<file path="src/rtl/router_merge_arbiter.sv">
`default_nettype none
// ============================================================================
// Module      : router_merge_arbiter
// Description : Five-to-one round-robin merge of router link/core packets into
//               a single registered output stage. Reports the winning port in
//               the same 3-bit code used by the path-computation split stage.
//               Optional per-port saturating packet counters are enabled by
//               defining MERGE_STATS_EN.
// Revision    : 1.0 - initial release
// ============================================================================
module router_merge_arbiter #(
  parameter int WIDTH = 11,
  parameter int ID_W  = 3,
  parameter int NPORT = 5
) (
  input  logic                   clk,
  input  logic                   RESET,
  input  logic [NPORT-1:0]       in_valid,
  input  logic [NPORT*WIDTH-1:0] in_data,
  input  logic [NPORT*ID_W-1:0]  in_id,
  output logic [NPORT-1:0]       in_ready,
  output logic                   out_valid,
  output logic [WIDTH-1:0]       out_data,
  output logic [ID_W-1:0]        out_src_id,
  output logic [2:0]             out_port,
  input  logic                   out_ready
`ifdef MERGE_STATS_EN
  ,
  output logic [NPORT*16-1:0]    pkt_cnt
`endif
);

  // Round-robin pointer: port that has first priority this cycle.
  logic [2:0]       rr_ptr;
  logic             can_load;
  logic             win_found;
  logic [2:0]       win_idx;
  logic [3:0]       cand;
  logic             xfer;

  logic [WIDTH-1:0] data_arr [NPORT];
  logic [ID_W-1:0]  id_arr   [NPORT];

  // Unpack flat input buses into per-port arrays for readable muxing.
  generate
    for (genvar i = 0; i < NPORT; i++) begin : g_unpack
      assign data_arr[i] = in_data[i*WIDTH +: WIDTH];
      assign id_arr[i]   = in_id[i*ID_W +: ID_W];
    end
  endgenerate

  // The output register can accept a new packet when empty or draining.
  assign can_load = !out_valid || out_ready;

  // Round-robin search starting at rr_ptr, wrapping 4 -> 0; first valid wins.
  always_comb begin
    win_found = 1'b0;
    win_idx   = 3'd0;
    cand      = 4'd0;
    for (int k = 0; k < NPORT; k++) begin
      cand = {1'b0, rr_ptr} + 4'(k);
      if (cand >= 4'(NPORT)) begin
        cand = cand - 4'(NPORT);
      end
      if (!win_found && in_valid[cand[2:0]]) begin
        win_found = 1'b1;
        win_idx   = cand[2:0];
      end
    end
  end

  // Grant only the winner, only when the output can take it and not in reset.
  always_comb begin
    in_ready = '0;
    if (!RESET && win_found && can_load) begin
      in_ready[win_idx] = 1'b1;
    end
  end

  assign xfer = |(in_valid & in_ready);

  // Output register and pointer update; a stalled winner keeps priority
  // because rr_ptr only advances on an accepted transfer.
  always_ff @(posedge clk) begin
    if (RESET) begin
      out_valid  <= 1'b0;
      out_data   <= '0;
      out_src_id <= '0;
      out_port   <= 3'd0;
      rr_ptr     <= 3'd0;
    end else if (xfer) begin
      out_valid  <= 1'b1;
      out_data   <= data_arr[win_idx];
      out_src_id <= id_arr[win_idx];
      out_port   <= win_idx;
      rr_ptr     <= (win_idx == 3'(NPORT - 1)) ? 3'd0 : win_idx + 3'd1;
    end else if (out_ready) begin
      out_valid  <= 1'b0;
    end
  end

`ifdef MERGE_STATS_EN
  // Per-port accepted-packet counters, saturating at all-ones.
  generate
    for (genvar i = 0; i < NPORT; i++) begin : g_stats
      logic [15:0] cnt;
      // Count port-i transfers; hold at 16'hFFFF once reached.
      always_ff @(posedge clk) begin
        if (RESET) begin
          cnt <= 16'd0;
        end else if (in_valid[i] && in_ready[i] && (cnt != 16'hFFFF)) begin
          cnt <= cnt + 16'd1;
        end
      end
      assign pkt_cnt[i*16 +: 16] = cnt;
    end
  endgenerate
`endif

endmodule
`default_nettype wire
</file>
<file path="config.mk">
export PLATFORM = sky130hd
export DESIGN_NAME = router_merge_arbiter
export DESIGN_NICKNAME = d
export VERILOG_FILES = /design/src/rtl/router_merge_arbiter.sv
export SDC_FILE = /design/constraint.sdc
export NUM_CORES = 1
export LEC_CHECK = 0
export ABC_AREA = 0
export CAP_MARGIN = 20
export CORE_AREA = 3 3 88 90
export CTS_CLUSTER_SIZE = 12
export DETAILED_ROUTE_END_ITERATION = 7
export DIE_AREA = 0 0 91 93
export GPL_ROUTABILITY_DRIVEN = 1
export MAX_ROUTING_LAYER = met4
export PLACE_DENSITY = 0.8
export SYNTH_ARGS = -nofsm -noshare
export SYNTH_HDL_FRONTEND = slang
export SYNTH_SLANG_ARGS = --single-unit
export TNS_END_PERCENT = 10
</file>
<file path="constraint.sdc">
create_clock -name clk -period 4.19 [get_ports clk]
set_clock_uncertainty 0.15 [all_clocks]
set_input_delay 0.838 -clock clk [delete_from_list [all_inputs] [get_ports clk]]
set_output_delay 0.838 -clock clk [all_outputs]
set_load 0.02 [all_outputs]
</file>
==> impl_metrics.tcl, run 1 <==
set metrics [dict create \
    cp.arrival_ns 3.20 \
    rows 31 \
    path_buf_inv 4 \
    slowest_stage "fa_2" \
    die_width_um 91 \
    drv_cap 0 \
    syn_area_per_cell_sq_um 8.16 \
    synth_nets 453 \
    synth_ff_type "dfxtp_1" \
    critPathLaunch "rr_ptr[1]" \
    p_switching_mw 2.09 \
    grt_pass1_wl_um 17000 \
    place_ws_ns -0.734 \
    design_area_sq_mm 0.00499 \
    die_area_sq_mm 0.00846 \
    start_util_pct 41.7 \
    drt-vias-per-instance 5.72 \
    via_count 3546 \
    hold_start "out_port[0]" \
    p_sw_share_pct 49.8 \
    holdWs_ns 0.348 \
    antenna_left 0 \
    async_reset_ff_share_pct 0 \
    irDropWorstVdd_v 0.000824 \
    max-slew-margin-rel_pct 70.4 \
    placed_cell_area_sq_mm 0.00447 \
    dr.pass1.iters 5 \
    dp.cells 602 \
    place_congestion 0.926 \
    finalCriticalPeriod_ns 4.19 \
    clk_latency_ns 0.26 \
    grt_pass1_vias 3584 \
    tns_ns -0.00140 \
    design.core.area_sq_mm 0.00714 \
    clock-root-buffer "clkbuf_8" \
    highest_layer "met4" \
    synth_area_leaders "dfxtp_1, a2111oi_2, o211a_1" \
    violations "negative setup slack" \
    ys_types 74 \
    layoutNonFillerInstCount 620 \
    power_mw 4.20 \
    intPower_mw 2.11 \
    power_density_mw_per_mm2 841 \
    cts_tree "yes" \
    cpPeakStageDelay_ns 0.49 \
    synthTopCellsByCount "inv_1, nor2_1, dfxtp_1, a31oi_1, o211a_1" \
    totalWireLength_um 11100 \
    drv_slew 0 \
    clock.fmax_ghz 0.239 \
    cts_buffer_depth 2 \
    final_core_util_pct 69.9 \
    antenna_found_initial 0 \
    worst-path-max-fanout 8 \
    hold_violations 0 \
    cts_buffers 3 \
    ys_ff_latch 21 \
    synth_most_common_cell "inv_1" \
    status "complete, but fails checks" \
    path_cells "ha_4 > inv_2 > fa_2 > nand2b_1 > a21o_1 > nand4_1 > a21bo_2 > buf_4 > nand3_4 > nor4_4 > nor2_4 > buf_12 > and2_4 > buf_6" \
    cp_data_required_time_ns 3.20 \
    first_iter_violations 187 \
    seqCellArea_sq_um 429 \
    start_kind "flip-flop" \
    pwr-share-comb_pct 88.8 \
    die-height_um 93 \
    area_growth_pct 67.5 \
    htreeDepth 1 \
    wl_met3_um 698 \
    io_pins 101 \
    timing.final.ws_setup_ns -0.00140 \
    grt_remaining_overflow 0 \
    syn-instance-count 365 \
    rsz0062_at_grt "true" \
    clkPwrFrac_pct 3.3 \
    syn-cell-area_sq_mm 0.00298 \
    grt_max_degree 46 \
    synth-seq-area-share_pct 14.1 \
    r2r_start "rr_ptr[1]" \
    dr_wl_met2_um 5600 \
    remaining_drc_errors 0 \
    critPathKind "flip-flop to primary output" \
    yosysTopAreaCell "dfxtp_1" \
    wire_per_inst_um 17.9 \
    drive_above_1_share_pct 35.9 \
    multiInputGateArea_sq_mm 0.00258 \
    worstHoldPathType "flip-flop to flip-flop" \
    crit_path_end_kind "primary output" \
    grt_usage_pct 24.9 \
    design.final.nets 610 \
    antenna_cells 0 \
    cts_hold_buf 0 \
    path_clk_slew_ns 0.08 \
    report.final.setup_viol 1 \
    yosysTopAreaCellShare_pct 14.1 \
    finalCritPeriodShare_pct 100 \
    p_seq_share_pct 7.9 \
    nFillCells 541 \
    worstMarginPinSlew_ns 0.443 \
    ys.warnings.count 0 \
    clock-sinks 21 \
    worst_path_dominant_cell_family "simple AND/OR/NAND/NOR gates" \
    dp_hpwl_um 7850 \
    wl_met1_um 4540 \
    power.static_leakage_nw 2.07 \
    io_buffers 100 \
    synth_edf_count 0 \
]
==> cell type report <==
type,count,share of cell area [%]
multi-input combinational,275,51.7
inverter,35,2.63
clock buffer,4,0.902
sequential,21,8.60
tap,99,2.48
timing repair buffer,186,33.6
==> worst min-delay path, delay by kind of cell (launching register included) <==
family	cells	cell delay, ns
flip-flops	1	0.32
AND/OR/NAND/NOR	2	0.15
==> cells in the final DEF (no fill, tap or decap), types with 6 or more instances in the layout <==
cell	count
a21oi_1	9
o21a_1	15
clkdlybuf4s50_1	90
a2111oi_2	11
inv_1	31
nand2b_1	9
nand3b_1	6
o211ai_1	15
o211a_1	16
buf_4	81
dfxtp_1	18
buf_6	7
nand2_1	12
nor2_1	27
a31oi_1	14
nor3b_1	15
==> power by group through the flow <==
stage               registers, mW  logic (mW)  clock network (mW)
finish                      0.332        3.73               0.139
global placement            0.324        3.01                   0
floorplan                   0.385        2.09                   0
detailed placement          0.324        3.08                   0
global route                0.340        3.97               0.146
CTS                         0.324        3.30               0.139
==> logic make-up (layout without fill, tap and decap cells) <==
logic type / Yosys count / after routing / synth area share (%)
compound gates: 136 / 136 / 40.2
flops: 21 / 21 / 14.1
fa+ha+maj: 10 / 10 / 4.45
simple gates: 115 / 115 / 23.5
buf+inv: 69 / 225 / 12.2
mux: 10 / 10 / 4.07
xor+xnor: 4 / 4 / 1.43
==> sequential cells by signal, summed over array words and instances (netlist names) <==
name and flops:
rr_ptr 3, out_port 3, out_data 11, out_src_id 3
out_valid 1
==> final timing paths <==
check	endpoint	cells past startpoint	slack, ns
worst min-delay path	out_port[0]	2	0.35
worst max register to register	out_data[3]	16	0.36
worst max-delay path	in_ready[2]	14	-0.001
worst min register to register	out_port[0]	2	0.35
==> metal layers <==
layer	vias up	GRT usage, %
li1	1687	-
met1	1697	30.3
met2	138	41.9
met3	24	3.46
met4	0	9.80
met5	-	-
==> what timing repair did <==
action,in CTS,in global routing
buffers inserted,5,9
gates resized for setup,61,50
pin swaps,9,15
setup endpoints to repair,5,5
Power figures use the tool's default switching activity.
==> inputs of run 2 (changes only) <==
CORE_AREA = 3 3 95 97   (was 3 3 88 90)
DIE_AREA = 0 0 98 100   (was 0 0 91 93)
PLACE_DENSITY = 0.71   (was 0.8)
SETUP_SLACK_MARGIN = 0.1   (was unset)
==> impl_metrics.tcl, run 2 (synthesis gave the netlist of run 1 again) <==
set metrics [dict create \
    cp.arrival_ns 3.11 \
    cts_tree "yes" \
    min_path_cells 2 \
    pwr-share-comb_pct 87.9 \
    cts_hold_buf 0 \
    clock-root-buffer "clkbuf_8" \
    rows 33 \
    drt-vias-per-instance 5.64 \
    remaining_drc_errors 0 \
    cpPeakStageDelay_ns 0.47 \
    dr.pass1.iters 5 \
    place_congestion 0.936 \
    design.core.area_sq_mm 0.00822 \
    grt_usage_pct 21.7 \
    cp_data_required_time_ns 3.20 \
    path_buf_inv 4 \
    path_cells "dlygate4sd2_1 > buf_4 > mux4_2 > a21oi_2 > a41oi_2 > and3_4 > o31ai_4 > o31ai_2 > buf_4 > nor2b_4 > and3_4 > buf_6" \
    ff2ff_path_depth 16 \
    max-slew-margin-rel_pct 69.8 \
    clock-sinks 21 \
    io_pins 101 \
    worst_path_dominant_cell_family "buffers and inverters" \
    hold_start "out_data[5]" \
    p_seq_share_pct 8.5 \
    start_kind "input pin" \
    dp.cells 603 \
    irDropWorstVdd_v 0.00156 \
    path_clk_slew_ns 0.08 \
    finalCritPeriodShare_pct 97.8 \
    io_buffers 100 \
    critPathLaunch "in_valid[0]" \
    r2r_start "rr_ptr[1]" \
    grt_remaining_overflow 0 \
    die_width_um 98 \
    nFillCells 690 \
    drive_above_1_share_pct 32.3 \
    intPower_mw 1.91 \
    die-height_um 100 \
    status "finished clean" \
    power_mw 3.85 \
    via_count 3458 \
    hold_violations 0 \
    p_switching_mw 1.94 \
    p_sw_share_pct 50.5 \
    report.final.setup_viol 0 \
    power.static_leakage_nw 1.99 \
    dp_hpwl_um 8050 \
    power_density_mw_per_mm2 803 \
    cts_buffers 3 \
    worst-path-max-fanout 3 \
    finalCriticalPeriod_ns 4.10 \
    grt_max_degree 46 \
    design.final.nets 597 \
    worstMarginPinSlew_ns 0.454 \
    largest_register_ffs 11 \
    final_cell_mix "clkdlybuf4s50_1, buf_4, inv_1, nor2_1, dfxtp_1" \
    critPathKind "input pin to primary output" \
    antenna_cells 0 \
    grt_pass1_wl_um 17100 \
    cts_buffer_depth 2 \
    clk_latency_ns 0.26 \
    start_util_pct 36.3 \
    area_growth_pct 61.1 \
    totalWireLength_um 10800 \
    antenna_found_initial 0 \
    clkPwrFrac_pct 3.6 \
    layoutNonFillerInstCount 613 \
    antenna_left 0 \
    regMostFlops "out_data" \
    slowest_stage "mux4_2" \
    wire_per_inst_um 17.6 \
    crit_path_end_kind "primary output" \
    final_core_util_pct 58.4 \
    worst-path-stages 12 \
    die_area_sq_mm 0.00980 \
    grt_pass1_vias 3456 \
    htreeDepth 1 \
    first_iter_violations 289 \
    clock.fmax_ghz 0.244 \
    drv_cap 0 \
    worstHoldPathType "flip-flop to flip-flop" \
    drv_slew 0 \
    final_common_cell "clkdlybuf4s50_1" \
    rsz0062_at_grt "true" \
    tns_ns 0 \
]
[run 2: changes by cell type in the layout (fill, tap and decap cells not counted), moves of 2 or more]
cell / previous run / this run
buf_4: 81 / 67
ha_2: 4 / 1
ha_4: 3 / 6
a21oi_4: 3 / 1
and2_1: 2 / 4
and2_4: 4 / 2
and3_4: 1 / 3
buf_12: 2 / 0
nand3_1: 1 / 3
nor3_2: 0 / 2
nor3_4: 2 / 0
o21ai_0: 2 / 4
[run 2: area by class of cell]
type | count | area [sq um] | area share, %
clock buffer | 4 | 45.0 | 0.938
inverter | 35 | 131 | 2.74
multi-input combinational | 275 | 2500 | 52.1
sequential | 21 | 429 | 8.94
tap | 105 | 131 | 2.74
timing repair buffer | 173 | 1560 | 32.6
[run 2: final timing paths]
check / slack, ns / endpoint
max: 0.09 / in_ready[0]
max reg2reg: 0.43 / rr_ptr[2]
min: 0.35 / out_data[5]
min reg2reg: 0.35 / out_data[5]
[run 2: power by group through the flow]
stage	clock network (mW)	registers, mW	logic (mW)
CTS	0.140	0.326	3.21
floorplan	0	0.385	2.13
global placement	0	0.321	3.01
finish	0.138	0.328	3.39
detailed placement	0	0.320	3.05
global route	0.149	0.338	3.63
[run 2: per-stage QoR]
stage / cell area (sq um) / hold WS [ns] / setup slack (ns)
floorplan: 3030 / 0.411 / 0.0712
finish: 4800 / 0.352 / 0.0924
global placement: 4440 / 0.333 / -0.532
detailed placement: 4440 / 0.339 / -0.586
global route: 4800 / 0.383 / 0.00355
CTS: 4670 / 0.355 / 0.0996
[run 2: repair_timing]
action,4_1_cts,5_1_grt
setup endpoints to repair,5,5
pin swaps,22,14
gates cloned,0,0
resized for setup,67,24
buffers inserted,4,2
[run 2: worst reg2reg max path: stages (launching register included)]
cell and delay (ns):
dfxtp_4 0.37, inv_2 0.13, buf_4 0.14, ha_1 0.15
nand2b_1 0.08, a2111o_1 0.47, and2_1 0.18, o221ai_2 0.25
mux2i_1 0.40, a211oi_4 0.12, nor2_4 0.12, inv_2 0.06
buf_4 0.23, ha_1 0.23, o21ai_0 0.26, a21oi_1 0.08
nor3_1 0.22
[run 2: per-layer routing]
metal | vias to the layer above | GRT usage (%) | part of all wire [%] | routed length, um
li1 | 1655 | - | - | -
met3 | 29 | 2.85 | 6.4 | 686
met2 | 134 | 36.5 | 49 | 5270
met1 | 1640 | 27.7 | 42 | 4580
met4 | 0 | 5.11 | 2.3 | 251
met5 | - | - | 0 | 0
==> inputs of run 3 (changes only) <==
CORE_AREA = 3 3 122 77   (was 3 3 95 97)
DIE_AREA = 0 0 125 80   (was 0 0 98 100)
PLACE_DENSITY = 0.7   (was 0.71)
SLEW_MARGIN = 10   (was unset)
==> impl_metrics.tcl, run 3 (synthesis gave the netlist of run 1 again) <==
set metrics [dict create \
    status "finished clean" \
    io_buffers 100 \
    rr_endpoint "out_data[5]" \
    clkPwrFrac_pct 5.2 \
    met2_usage_pct 32.4 \
    r2r_start "rr_ptr[1]" \
    drv_cap 0 \
    rrSetupSlack_ns 0.40 \
    rows 26 \
    hold_start "out_port[0]" \
    power.static_leakage_nw 2.10 \
    worstHoldPathType "flip-flop to flip-flop" \
    start_kind "flip-flop" \
    drive_above_1_share_pct 34.5 \
    clock-root-buffer "clkbuf_16" \
    cts_buffers 3 \
    max-slew-margin-rel_pct 73.3 \
    final_cell_mix "clkdlybuf4s50_1, buf_4, inv_1, nor2_1, dfxtp_1" \
    clock.fmax_ghz 0.243 \
    met3_usage_pct 3.14 \
    largest_register_ffs 11 \
    rsz0062_at_grt "true" \
    first_iter_violations 202 \
    design.core.area_sq_mm 0.00839 \
    regMostFlops "out_data" \
    irDropWorstVdd_v 0.000520 \
    antenna_cells 0 \
    power_density_mw_per_mm2 837 \
    tns_ns 0 \
    grt_pass1_vias 3380 \
    clock-sinks 21 \
    min_path_cells 2 \
    p_switching_mw 2.05 \
    crit_path_end_kind "primary output" \
    pwr-share-comb_pct 86.9 \
    intPower_mw 2.13 \
    hold_violations 0 \
    grt_usage_pct 21.9 \
    design.final.nets 610 \
    p_seq_share_pct 7.8 \
    ff2ff_path_depth 17 \
    final_common_cell "clkdlybuf4s50_1" \
    worst-path-max-fanout 6 \
    hold_end "out_port[0]" \
    die-height_um 80 \
    report.final.setup_viol 0 \
    grt_remaining_overflow 0 \
    io_pins 101 \
    antenna_found_initial 0 \
    die_area_sq_mm 0.0100 \
    dp_hpwl_um 8420 \
    drv_slew 0 \
    worstMarginPinSlew_ns 0.396 \
    antenna_left 0 \
    cts_hold_buf 0 \
    path_clk_slew_ns 0.06 \
    wire_per_inst_um 17.9 \
    die_width_um 125 \
    cp.arrival_ns 3.13 \
    place_congestion 0.952 \
    grt_max_degree 31 \
    gr-max-usage-layer "met2" \
    remaining_drc_errors 0 \
    cts_tree "yes" \
    clk_latency_ns 0.27 \
    start_util_pct 35.5 \
    totalWireLength_um 11300 \
    nFillCells 733 \
    dr.pass1.iters 5 \
    drt-vias-per-instance 5.54 \
    via_count 3509 \
    met1_usage_pct 31.9 \
    cts_buffer_depth 2 \
    cp_data_required_time_ns 3.20 \
    finalCritPeriodShare_pct 98.3 \
    finalCriticalPeriod_ns 4.12 \
    p_sw_share_pct 49.1 \
    area_growth_pct 67.4 \
    final_core_util_pct 59.4 \
    htreeDepth 1 \
    grt_pass1_wl_um 17600 \
    critPathKind "flip-flop to primary output" \
]
run 3: cell types whose count changed in the layout (fill, tap and decap cells not counted), sizes merged:
cell / before / now
buf: 78 / 91
dlymetal6s2s: 0 / 2
clkbuf: 4 / 5
dlygate4sd2: 5 / 2
run 3: worst max path at each step:
stage                     cells past startpoint         from  slack, ns          end
after floorplan                              16    rr_ptr[0]       0.07  in_ready[2]
after global placement                       10  in_valid[0]      -0.57  in_ready[0]
after detailed placement                     10  in_valid[0]      -0.61  in_ready[0]
after CTS                                    14    rr_ptr[0]       0.05  in_ready[0]
after global routing                         15    rr_ptr[1]      -0.01  in_ready[0]
final                                        15    rr_ptr[1]       0.07  in_ready[0]
run 3: cell type report:
class | count | area (sq um) | area share, %
multi-input combinational | 275 | 2530 | 50.7
timing repair buffer | 186 | 1680 | 33.7
sequential | 21 | 424 | 8.51
tap | 112 | 140 | 2.81
inverter | 35 | 134 | 2.69
clock buffer | 4 | 78.8 | 1.58
run 3: metrics by stage:
| step | total power, mW | hold WS, ns | cell area (sq um) | worst slack [ns] | instances |
|---|---|---|---|---|---|
| 2_1_floorplan | 2.52 | 0.411 | 3030 | 0.0712 | 365 |
| 3_3_place_gp | 3.41 | 0.330 | 4520 | -0.575 | 620 |
| 3_5_place_dp | 3.48 | 0.342 | 4520 | -0.607 | 620 |
| 4_1_cts | 3.99 | 0.355 | 4830 | 0.0548 | 631 |
| 5_1_grt | 4.45 | 0.381 | 4990 | -0.0109 | 633 |
| 6_report | 4.18 | 0.353 | 4990 | 0.0706 | 633 |
run 3: layer usage:
| layer | part of all wire, % | wire, um | up-vias |
|---|---|---|---|
| li1 | - | - | 1684 |
| met1 | 48 | 5440 | 1675 |
| met2 | 45 | 5090 | 134 |
| met3 | 5.8 | 655 | 16 |
| met4 | 1.2 | 135 | 0 |
| met5 | 0 | 0 | - |
run 3: what timing repair did:
item / 4_1_cts / 5_1_grt
pin swaps: 13 / 6
buffers inserted: 7 / 2
gates resized for setup: 75 / 27
endpoints found under the setup margin: 5 / 5
endpoints found under the hold margin: 0 / 0
run 3: worst max-delay path, cell delays in order, from the launching register on:
cell      delay, ns
dfxtp_2        0.40
inv_4          0.07
buf_4          0.16
ha_4           0.19
a221oi_4       0.31
buf_6          0.16
nand3b_1       0.10
o311a_1        0.23
a21o_1         0.18
buf_4          0.13
nand2b_4       0.07
nor4_4         0.38
nor2_4         0.08
inv_2          0.09
and3_4         0.20
buf_6          0.11
run 3: power groups by stage:
stage,Sequential (mW),Combinational [mW],Clock [mW]
floorplan,0.385,2.13,0
global placement,0.318,3.10,0
detailed placement,0.320,3.16,0
CTS,0.321,3.45,0.221
global route,0.336,3.88,0.230
finish,0.327,3.63,0.218
